`src/rtl/fetch_stage_if.sv`:
```
// Fetch-stage bundle: redirect input, imem request/response channel
// and the valid/ready hand-off toward IF/ID.
interface fetch_stage_if #(
  parameter int XLEN = 64
);
  logic            redirect_valid;
  logic [XLEN-1:0] redirect_pc;
  logic            imem_req_valid;
  logic            imem_req_ready;
  logic [XLEN-1:0] imem_req_addr;
  logic            imem_resp_valid;
  logic [31:0]     imem_resp_data;
  logic            id_valid;
  logic            id_ready;
  logic [31:0]     id_instr;
  logic [XLEN-1:0] id_pc;

  modport master (
    input  redirect_valid,
    input  redirect_pc,
    output imem_req_valid,
    input  imem_req_ready,
    output imem_req_addr,
    input  imem_resp_valid,
    input  imem_resp_data,
    output id_valid,
    input  id_ready,
    output id_instr,
    output id_pc
  );

  modport slave (
    output redirect_valid,
    output redirect_pc,
    input  imem_req_valid,
    output imem_req_ready,
    input  imem_req_addr,
    output imem_resp_valid,
    output imem_resp_data,
    input  id_valid,
    output id_ready,
    input  id_instr,
    input  id_pc
  );
endinterface

```
`src/rtl/fetch_stage.sv`:
```
// Instruction fetch front end: PC, credit-limited imem issue,
// in-flight PC tracking, instruction queue and redirect flush.
module fetch_stage #(
  parameter int              XLEN     = 64,
  parameter int              DEPTH    = 2,
  parameter logic [XLEN-1:0] RESET_PC = '0
) (
  input logic           clk,
  input logic           rst,
  fetch_stage_if.master bus
);
  localparam int AW = $clog2(DEPTH);
  localparam int CW = AW + 1;
  localparam int UW = CW + 2;
  localparam logic [UW-1:0] LIMIT = UW'(DEPTH);

  typedef logic [AW-1:0] ptr_t;
  typedef logic [CW-1:0] cnt_t;

  logic [XLEN-1:0] pc_q;
  logic [XLEN-1:0] pc_d;
  cnt_t            cnt_q;
  cnt_t            cnt_d;
  cnt_t            out_q;
  cnt_t            out_d;
  cnt_t            drop_q;
  cnt_t            drop_d;
  ptr_t            hd_q;
  ptr_t            hd_d;
  ptr_t            tl_q;
  ptr_t            tl_d;
  ptr_t            fr_q;
  ptr_t            fr_d;
  ptr_t            fw_q;
  ptr_t            fw_d;

  logic [XLEN-1:0] qpc_q  [DEPTH];
  logic [31:0]     qins_q [DEPTH];
  logic [XLEN-1:0] fpc_q  [DEPTH];

  logic [UW-1:0]   used;
  logic            req_ok;
  logic            req_fire;
  logic            rsp_drop;
  logic            rsp_take;
  logic            deq;

  // Every slot is a credit: queued, in flight, or awaiting discard.
  assign used   = UW'(cnt_q) + UW'(out_q) + UW'(drop_q);
  assign req_ok = !rst && !bus.redirect_valid && (used < LIMIT);

  assign req_fire = req_ok && bus.imem_req_ready;
  assign rsp_drop = bus.imem_resp_valid && (drop_q != '0);
  assign rsp_take = bus.imem_resp_valid && (drop_q == '0)
                    && (out_q != '0);
  assign deq      = (cnt_q != '0) && bus.id_ready;

  assign bus.imem_req_valid = req_ok;
  assign bus.imem_req_addr  = rst ? RESET_PC : pc_q;
  assign bus.id_valid       = !rst && (cnt_q != '0);
  assign bus.id_instr       = qins_q[hd_q];
  assign bus.id_pc          = qpc_q[hd_q];

  always_comb begin
    pc_d   = pc_q;
    cnt_d  = cnt_q;
    out_d  = out_q;
    drop_d = drop_q;
    hd_d   = hd_q;
    tl_d   = tl_q;
    fr_d   = fr_q;
    fw_d   = fw_q;
    if (bus.redirect_valid) begin
      pc_d   = bus.redirect_pc & ~XLEN'(3);
      cnt_d  = '0;
      out_d  = '0;
      // Everything still owed by memory, minus this cycle's reply.
      drop_d = drop_q + out_q
               - CW'(rsp_drop | rsp_take);
      hd_d   = '0;
      tl_d   = '0;
      fr_d   = '0;
      fw_d   = '0;
    end else begin
      if (req_fire) begin
        pc_d = pc_q + XLEN'(4);
      end
      out_d  = out_q + CW'(req_fire) - CW'(rsp_take);
      cnt_d  = cnt_q + CW'(rsp_take) - CW'(deq);
      drop_d = drop_q - CW'(rsp_drop);
      hd_d   = hd_q + AW'(deq);
      tl_d   = tl_q + AW'(rsp_take);
      fr_d   = fr_q + AW'(rsp_take);
      fw_d   = fw_q + AW'(req_fire);
    end
  end

  always_ff @(posedge clk) begin
    if (rst) begin
      pc_q   <= RESET_PC;
      cnt_q  <= '0;
      out_q  <= '0;
      drop_q <= '0;
      hd_q   <= '0;
      tl_q   <= '0;
      fr_q   <= '0;
      fw_q   <= '0;
    end else begin
      pc_q   <= pc_d;
      cnt_q  <= cnt_d;
      out_q  <= out_d;
      drop_q <= drop_d;
      hd_q   <= hd_d;
      tl_q   <= tl_d;
      fr_q   <= fr_d;
      fw_q   <= fw_d;
    end
  end

  // Payload storage needs no reset; pointers gate visibility.
  always_ff @(posedge clk) begin
    if (req_fire) begin
      fpc_q[fw_q] <= pc_q;
    end
    if (rsp_take) begin
      qpc_q[tl_q]  <= fpc_q[fr_q];
      qins_q[tl_q] <= bus.imem_resp_data;
    end
  end
endmodule

```
`src/flat_wrapper.sv`:
```
// flat-port wrapper written by rule: the top's interface ports become plain ports
module fetch_stage_flat 
#(
  parameter int              XLEN     = 64,
  parameter int              DEPTH    = 2,
  parameter logic [XLEN-1:0] RESET_PC = '0
)
  (clk, rst, bus_redirect_valid, bus_redirect_pc, bus_imem_req_valid, bus_imem_req_ready, bus_imem_req_addr, bus_imem_resp_valid, bus_imem_resp_data, bus_id_valid, bus_id_ready, bus_id_instr, bus_id_pc);
  fetch_stage_if #(.XLEN(XLEN)) bus_i ();
  input logic clk;
  input logic rst;
  input wire logic [$bits(bus_i.redirect_valid)-1:0] bus_redirect_valid;
  input wire logic [$bits(bus_i.redirect_pc)-1:0] bus_redirect_pc;
  output wire logic [$bits(bus_i.imem_req_valid)-1:0] bus_imem_req_valid;
  input wire logic [$bits(bus_i.imem_req_ready)-1:0] bus_imem_req_ready;
  output wire logic [$bits(bus_i.imem_req_addr)-1:0] bus_imem_req_addr;
  input wire logic [$bits(bus_i.imem_resp_valid)-1:0] bus_imem_resp_valid;
  input wire logic [$bits(bus_i.imem_resp_data)-1:0] bus_imem_resp_data;
  output wire logic [$bits(bus_i.id_valid)-1:0] bus_id_valid;
  input wire logic [$bits(bus_i.id_ready)-1:0] bus_id_ready;
  output wire logic [$bits(bus_i.id_instr)-1:0] bus_id_instr;
  output wire logic [$bits(bus_i.id_pc)-1:0] bus_id_pc;
  assign bus_i.redirect_valid = bus_redirect_valid;
  assign bus_i.redirect_pc = bus_redirect_pc;
  assign bus_imem_req_valid = bus_i.imem_req_valid;
  assign bus_i.imem_req_ready = bus_imem_req_ready;
  assign bus_imem_req_addr = bus_i.imem_req_addr;
  assign bus_i.imem_resp_valid = bus_imem_resp_valid;
  assign bus_i.imem_resp_data = bus_imem_resp_data;
  assign bus_id_valid = bus_i.id_valid;
  assign bus_i.id_ready = bus_id_ready;
  assign bus_id_instr = bus_i.id_instr;
  assign bus_id_pc = bus_i.id_pc;
  fetch_stage #(.XLEN(XLEN), .DEPTH(DEPTH), .RESET_PC(RESET_PC)) u_core (.clk(clk), .rst(rst), .bus(bus_i));
endmodule
```
`config.mk`:
```
export PLATFORM = sky130hd
export DESIGN_NAME = fetch_stage_flat
export DESIGN_NICKNAME = d
export VERILOG_FILES = /design/src/rtl/fetch_stage_if.sv /design/src/rtl/fetch_stage.sv /design/src/flat_wrapper.sv
export SDC_FILE = /design/constraint.sdc
export NUM_CORES = 1
export LEC_CHECK = 0
export CAP_MARGIN = 20
export CORE_ASPECT_RATIO = 0.9
export CORE_MARGIN = 1.5
export CORE_UTILIZATION = 55
export DETAILED_ROUTE_END_ITERATION = 8
export PLACE_DENSITY = 0.82
export SLEW_MARGIN = 5
export SYNTH_ARGS = -nofsm -noshare
export SYNTH_HDL_FRONTEND = slang
export SYNTH_SLANG_ARGS = --single-unit
```
`constraint.sdc`:
```
create_clock -name clk -period 12.7 [get_ports clk]
set_input_delay 2.54 -clock clk [delete_from_list [all_inputs] [get_ports clk]]
set_output_delay 2.54 -clock clk [all_outputs]
set_load 0.005 [all_outputs]
```
# [Word level (Yosys, flattened, before mapping)]
# Memory sizes are Yosys's and may differ from the RTL's. A register that Yosys moved wholly into a read port is not among the register bits.
# Cells that the tools add are included.
[totals] reg_bits=74 mem_bits_rw=320 inputBits=102 output_inout_bits=162 mem_count=3
[op_classes] n_addsub=14 n_lt_le_gt_ge=1 n_mux=11 bitwise_logic=1 reduce_logical=16
[memory_table] memory="u_core.fpc_q" words=2 word_bits=64 read_ports=1 rd_clocked_by_memory_dff=1 write_ports=1 line="fetch_stage.sv:39" text="logic [XLEN-1:0] fpc_q [DEPTH];"
[memory_table] memory="u_core.qpc_q" words=2 word_bits=64 read_ports=1 rd_clocked_by_memory_dff=1 write_ports=1 line="fetch_stage.sv:37" text="logic [XLEN-1:0] qpc_q [DEPTH];"
[memory_table] memory="u_core.qins_q" words=2 word_bits=32 read_ports=1 rd_clocked_by_memory_dff=1 write_ports=1 line="fetch_stage.sv:38" text="logic [31:0] qins_q [DEPTH];"
[op_table] operator="$mux W64" n=3
[op_table] operator="$add A64 B3 Y64 const B" n=1
[op_table] operator="$logic_and A1 B1 Y1" n=8
[op_table] operator="$reduce_bool A2 Y1" n=4
[op_table] operator="$mux W1" n=7
[op_table] operator="$sub A2 B1 Y2" n=3
[op_table] operator="$add A1 B1 Y1" n=4
[op_table] operator="$add A2 B1 Y2" n=2
[op_table] operator="$add A4 B2 Y4" n=1
[op_table] operator="$lt A4 B2 Y1 const B" n=1
[op_table] operator="$add A2 B2 Y3" n=1
[op_table] operator="$add A2 B2 Y2" n=1
[op_table] operator="$logic_not A1 Y1" n=2
[op_table] operator="$logic_not A2 Y1" n=1
[op_table] operator="$mux W2" n=1
[op_table] operator="$reduce_or A2 Y1" n=1
[op_table] operator="$sub A2 B2 Y2" n=1
[op_table] operator="$or A1 B1 Y1" n=1

# [Depth between registers and ports, before layout]
# Gate-level depths: netlist of the first run.
[logic_depth] depth_word=7 depth_mapped=12 ltp_nobuf=11

# [Worst setup path before layout of the first run]
# OpenSTA, ideal clock, no wires.
[synth_timing] path_type="input-to-reg" startpoint="input bus_redirect_valid" endpoint="memory u_core.fpc_q[1][10] (enable)" arrival_ns=6.191 slack_ns=6.027 path_stages=7 n_path_buf=4 path_cell_list="nor3b_1 o211ai_1 buf_2 clkbuf_1 clkbuf_1 buf_1 nor2_1"
[synth_via] elab_chain_cells=6
[synth_lines] item="from (decl)" line="flat_wrapper.sv:12" text="input wire logic [$bits(bus_i.redirect_valid)-1:0] bus_redirect_valid;"
[synth_lines] item="$logic_not A1 Y1" line="fetch_stage.sv:50" text="assign req_ok = !rst && !bus.redirect_valid && (used < LIMIT);"
[synth_lines] item="$logic_and A1 B1 Y1 (2 in series)" line="fetch_stage.sv:50"
[synth_lines] item="$logic_and A1 B1 Y1" line="fetch_stage.sv:52" text="assign req_fire = req_ok && bus.imem_req_ready;"
[synth_lines] item="$mux W1" line="fetch_stage.sv:122" text="if (req_fire) begin"
[synth_lines] item="$mux W1 (implied by the code)" line="fetch_stage.sv:123" text="fpc_q[fw_q] <= pc_q;"
[synth_lines] item="to (decl)" line="fetch_stage.sv:39"
# Every way passes these cells.

# [Final worst setup path of the first run]
[layout_timing] startpoint="input rst" endpoint="output bus_imem_req_addr[27]"
[layout_via] elab_chain_cells=1
[layout_lines] item="from (decl)" line="flat_wrapper.sv:11" text="input logic rst;"
[layout_lines] item="$mux W64" line="fetch_stage.sv:59" text="assign bus.imem_req_addr = rst ? RESET_PC : pc_q;"
[layout_lines] item="to (decl)" line="flat_wrapper.sv:16" text="output wire logic [$bits(bus_i.imem_req_addr)-1:0] bus_imem_req_addr;"
# Every way passes these cells.

==> impl_results.md, run 1 <==
* Hold Path Depth at 0
* TritonCTS clock tree: built
* Final nets at 1504
* Post-layout util at 0.706
* Sw Share at 0.218
* Syn Area/Cell at 14.1 sq um
* # resized after CTS at 0
* Tcrit/Tclk final at 0.552
* Share of cells above drive strength 1 at 0.179
* Chip height at 165 microns
* P_leak at 6.73 nW
* Power share of the sequential group at 0.514
* Commonest non-fill, non-tap cells in the layout: edfxtp_1, clkdlybuf4s50_1, mux2_2
* Number of global-route vias before repair at 10.5k
* Initial DRC count at 1011
* Synth cell types at 57
* Worst EP arrival at 4.47 ns
* XOR/XNOR Fraction of Synth Area at 0.0163
* Max Clk Rate at 143 MHz
* CP cell instances: buf_4, buf_4, nor2b_1, clkdlybuf4s50_1
* CP endpoint kind: output pin
* Clock-pin transition on the worst setup and hold timing paths at 0.06 ns
* Starting Density at 0.558
* Cts hold-fix bufs at 0
* Crit Reg-Reg Startpoint: u_core.out_q[0]
* Clock Path Buffers at 3
* Final Max Tran Viols at 0
* Cells after Synth at 1140
* Routability Congestion at 0.866
* Power Dens Cells at 139 nW/um^2
* Slowest cell on crit path: buf_4
* Reg2reg path depth at 9
* RSZ-0062 raised after global routing: no
* Dominant cell type by area after synthesis: edfxtp_1
* Synth Flop Type: edfxtp_1
* Post-synth top area share at 0.582
* First-pass GRT wire length at 58.5 mm
* Drt via density at 5.79
* Fin. Hold Viols at 0
* TritonCTS buffer count at 40
* Mux contribution to synthesized area at 0.114
* Switching power at 618 uW
* Crit path time final at 7.01 ns
* CP top delay family: buffers and inverters
* EDFF count, synth at 312
* Worst hold path type: flip-flop to flip-flop
* Ys async rst share at 0
* Fillers at 1959
* Largest net degree at the start of global routing at 76
* Grt ovf at 0
* Synth Register Bits at 384
* Largest family of logic cells by synthesized area: multiplexers
* TritonCTS sink count at 384
* Row count at 59
* PortBufs at 257
* Post-CTS Setup Bufs at 0
* I/O pin cnt at 264
* Setup CP Type: input port to output pin
* Internal power at 2.22 mW
* Area Growth Syn to Fin at 26.6%
* Simple-gate share of the synthesized area at 0.108
* Status: finished clean
* Slew @ Worst Pin at 1.07 ns
* Core area at 28900 sq um
* Detail Route Antenna Nets at 0
* Max-cap viol count at 0
* Netlist Area Pre-Place at 16100 sq um
* Reg-to-reg slack, setup at 8.14 ns
* GRT Overall Usage at 0.254
* Antenna violations before repair at 6
* Post-route setup TNS at 0 ns
* Root buffer cell: clkbuf_16
* Htree depth at 2
* Finish-stage setup viols at 0
* WP data required at 10.16 ns
* Comb pwr share at 0.081
* Max FO, Critical Path at 75
* Area contributors post-synth: edfxtp_1, mux2_2, dfxtp_1, nor2b_1, nor2_1
* CP max stage delay at 0.80 ns
* Clock power share at 0.405
* Die area at 30300 sq um
* Via count at 10.5k
* Worst R2R End: u_core.fpc_q[0][4]
* CP bufs+invs at 3
* Most common cell after layout, fill and taps aside: edfxtp_1
* HPWL Detailed at 24.1 mm
* End point of the worst hold path: u_core.fpc_q[1][62]
* DRC at 0
* Die Wd at 183 microns
* Later-pin clock latency in the skew report at 0.53 ns
* Rel. slew slack at 0.285
* CP dominant cell by count: buf_4
* IR drop worst, VDD at 105 uV
* Drt pass-1 iters at 6
* Startpoint types: input port
* Synth Area in Compound Gates at 0.0559
* WL per Instance at 21.3 microns
* Sequential share of the synthesized area at 0.671
* Synth Area in Adders at 0.0118
* Warnings, synthesis at 0
* HP Start: u_core.pc_q[62]
* Total routed wirelength at 38.8 mm
* Final Skew at 0.0143 ns
## flip-flops by register name, summed over array words and instances, names as in the netlist
register       flops
u_core.tl_q        1
u_core.pc_q       62
u_core.out_q       2
u_core.qins_q     64
u_core.fw_q        1
u_core.cnt_q       2
u_core.hd_q        1
u_core.drop_q      2
u_core.fr_q        1
u_core.fpc_q     124
u_core.qpc_q     124
## routing by layer
metal	vias up	wire (microns)	global-route usage
li1	4813	-	-
met1	5175	16700	0.346
met2	465	18300	0.411
met3	71	2890	0.0443
met4	0	920	0.0931
met5	-	0	0
## worst max path at each step
stage / from / to / slack, ns / cells after the start
floorplan: bus_redirect_valid / u_core.fpc_q[1][10] / 6.03 / 7
global placement: rst / bus_imem_req_addr[39] / 5.82 / 4
detailed placement: rst / bus_imem_req_addr[41] / 5.74 / 4
CTS: rst / bus_imem_req_addr[47] / 5.74 / 4
global route: rst / bus_imem_req_addr[43] / 5.59 / 4
finish: rst / bus_imem_req_addr[27] / 5.69 / 4
## cells in the mapped netlist (6+ instances only)
cell type	count
a211oi_1	8
a21oi_1	39
a31oi_1	21
and3_1	14
buf_1	13
buf_2	8
clkbuf_1	41
dfxtp_1	72
edfxtp_1	312
ha_1	12
inv_1	24
mux2_2	157
mux2i_1	6
nand2_1	47
nand3_1	19
nand4_1	28
nor2_1	69
nor2b_1	56
nor3_1	20
nor4_1	12
o211ai_1	9
o21ai_0	33
o22ai_1	9
xnor2_1	18
xor2_1	12
## final cells by class
type	instances	area (sq um)	area share
inverter	24	90.1	0.00442
clock inverter	14	148	0.00724
antenna	5	12.5	0.000614
clock buffer	57	1140	0.0557
tap	396	495	0.0243
multi-input combinational	669	4990	0.245
timing repair buffer	269	2700	0.132
sequential	384	10800	0.531
## per-stage QoR
step           hold slack (ns)  instances  instance area (sq um)  power, mW  worst slack (ns)
2_1_floorplan            0.420       1143                  16100       1.59              6.03
3_3_place_gp             0.466       1740                  19000       1.70              5.82
3_5_place_dp             0.475       1740                  19000       1.71              5.74
4_1_cts                  0.489       1811                  20300       2.85              5.74
5_1_grt                  0.514       1818                  20400       2.93              5.59
6_report                 0.486       1818                  20400       2.83              5.69
## cell families (layout without fill, tap and decap cells)
family	Yosys count	count (layout)
other cells	1	9
mux	163	163
buf+inv	90	364
fa+ha+maj	14	14
simple gates	312	312
xor+xnor	30	30
compound gates	146	146
flops	384	384
## power groups by stage
stage | clock network [mW] | logic (mW) | registers, mW
floorplan | 0 | 0.126 | 1.46
global placement | 0 | 0.218 | 1.48
detailed placement | 0 | 0.227 | 1.48
CTS | 1.16 | 0.229 | 1.46
global route | 1.21 | 0.251 | 1.46
finish | 1.15 | 0.230 | 1.46
(Power assumes the default switching activity.)
==> run 2, diff against run 1 <==
--- a/config.mk
+++ b/config.mk
@@ -8,9 +8,9 @@
 export CAP_MARGIN = 20
 export CORE_ASPECT_RATIO = 0.9
 export CORE_MARGIN = 1.5
-export CORE_UTILIZATION = 55
+export CORE_UTILIZATION = 54
 export DETAILED_ROUTE_END_ITERATION = 8
-export PLACE_DENSITY = 0.82
+export PLACE_DENSITY = 0.81
 export SLEW_MARGIN = 5
 export SYNTH_ARGS = -nofsm -noshare
 export SYNTH_HDL_FRONTEND = slang
==> constraint.sdc (replaced) <==
create_clock -name clk -period 6.8 [get_ports clk]
set_input_delay 1.36 -clock clk [delete_from_list [all_inputs] [get_ports clk]]
set_output_delay 1.36 -clock clk [all_outputs]
set_load 0.005 [all_outputs]
==> impl_results.md, run 2 (synthesis results as in run 1) <==
* Status: finished clean
* Final nets at 1504
* CP endpoint kind: output pin
* Max-cap viol count at 0
* Top flop regs: u_core.fpc_q (124), u_core.qpc_q (124), u_core.qins_q (64)
* WL per Instance at 20.8 microns
* Antenna violations before repair at 0
* Final Max Tran Viols at 0
* Routability Congestion at 0.850
* Total routed wirelength at 37.7 mm
* Largest net degree at the start of global routing at 75
* CP Capture Point: bus_imem_req_valid
* PortBufs at 257
* Crit Reg-Reg Startpoint: u_core.out_q[0]
* First-pass GRT wire length at 57.6 mm
* # resized after CTS at 0
* Detail Route Antenna Nets at 0
* Htree depth at 2
* Reg2reg path depth at 9
* HPWL Detailed at 24.2 mm
* Clock Path Buffers at 3
* Setup slack after layout at 2.24 ns
* P_leak at 6.73 nW
* Max FO, Critical Path at 3
* Row count at 59
* Most common cell after layout, fill and taps aside: edfxtp_1
* Share of cells above drive strength 1 at 0.180
* Chip height at 167 microns
* Slowest cell on crit path: clkdlybuf4s50_1
* TritonCTS sink count at 384
* Ant diodes at 0
* RSZ-0062 raised after global routing: no
* Cts hold-fix bufs at 0
* Max Clk Rate at 219 MHz
* Root buffer cell: clkbuf_16
* Via count at 10.5k
* Power Dens Cells at 257 nW/um^2
* Post-CTS Setup Bufs at 0
* Multi-input combinational cell area at 4990 sq um
* Drt via density at 5.79
* CP dominant cell by count: fa_1
* Fillers at 1950
* Grt ovf at 0
* Commonest non-fill, non-tap cells in the layout: edfxtp_1, clkdlybuf4s50_1, mux2_2
* Later-pin clock latency in the skew report at 0.53 ns
* Setup CP Type: flip-flop to output pin
* Finish-stage setup viols at 0
* Area Growth Syn to Fin at 26.4%
* Final non-filler cell total at 1814
* Clock-pin transition on the worst setup and hold timing paths at 0.06 ns
* Number of global-route vias before repair at 10.3k
* Placed Cells at 1744
* Reg area at 10800 sq um
* Die area at 30900 sq um
* Worst R2R End: u_core.fpc_q[1][37]
* Slew @ Worst Pin at 1.01 ns
* I/O pin cnt at 264
* Final Skew at 0.0148 ns
* Die Wd at 185 microns
* Worst hold path type: flip-flop to flip-flop
* CP max stage delay at 0.54 ns
* CP cell instances: ha_1, fa_1, inv_1, fa_1, a311oi_1, nor2_1, nor3b_1, clkdlybuf4s50_1
* Fin. Hold Viols at 0
* Tcrit/Tclk final at 0.670
* Reg-to-reg slack, setup at 2.61 ns
* Post-route setup TNS at 0 ns
* Startpoint types: flip-flop
* TritonCTS buffer count at 38
* Rel. slew slack at 0.323
* GRT Overall Usage at 0.243
* Post-layout util at 0.698
* Crit path time final at 4.56 ns
* Critical path startpoint: u_core.out_q[0]
* Core area at 29200 sq um
* DRC at 0
* Initial DRC count at 888
* IR drop worst, VDD at 189 uV
* Starting Density at 0.552
* Dpl ws at 2.39 ns
* WP data required at 5.44 ns
* Drt pass-1 iters at 5
* Worst EP arrival at 3.20 ns
* TritonCTS clock tree: built
## run 2: critical path: cells and delay by family (launching register included)
kind            cells  cell delay (ns)
fa+ha+maj           3             1.14
buf+inv             2             0.61
flops               1             0.33
compound gates      1             0.32
simple gates        2             0.28
## run 2: worst min-delay path by stage
stage / start / endpoint / slack (ns) / depth (start not counted)
floorplan: u_core.pc_q[10] / u_core.fpc_q[0][10] / 0.42 / 0
global placement: u_core.pc_q[62] / u_core.fpc_q[0][62] / 0.43 / 0
detailed placement: u_core.pc_q[62] / u_core.fpc_q[0][62] / 0.46 / 0
CTS: u_core.pc_q[62] / u_core.fpc_q[0][62] / 0.49 / 0
global route: u_core.pc_q[62] / u_core.fpc_q[0][62] / 0.51 / 0
finish: u_core.pc_q[62] / u_core.fpc_q[0][62] / 0.48 / 0
## run 2: cell type report
class | count | share of cell area
Clock inverter | 17 | 0.00867
Inverter | 24 | 0.00443
Tap cell | 396 | 0.0243
Timing Repair Buffer | 271 | 0.133
Multi-Input combinational cell | 669 | 0.245
Clock buffer | 53 | 0.0530
Sequential cell | 384 | 0.531
## run 2: metrics by stage
stage          area [sq um]  hold slack (ns)  total power, mW
3_5_place_dp          19100            0.457             3.19
4_1_cts               20400            0.493             5.26
3_3_place_gp          19000            0.432             3.17
2_1_floorplan         16100            0.420             2.97
5_1_grt               20400            0.512             5.41
6_report              20400            0.482             5.23
## run 2: report_power, final
group / leakage, nW / internal [mW] / switching [mW]
combinational: 2.67 / 0.224 / 0.203
clock: 0.619 / 1.23 / 0.852
sequential: 3.44 / 2.64 / 0.0815
total: 6.73 / 4.09 / 1.14
## run 2: metal layers
metal,track usage,wire length (microns),up-vias
met5,0,0,-
met4,0.0732,975,0
met3,0.0464,2930,69
met2,0.390,17500,469
met1,0.339,16300,5144
li1,-,-,4817
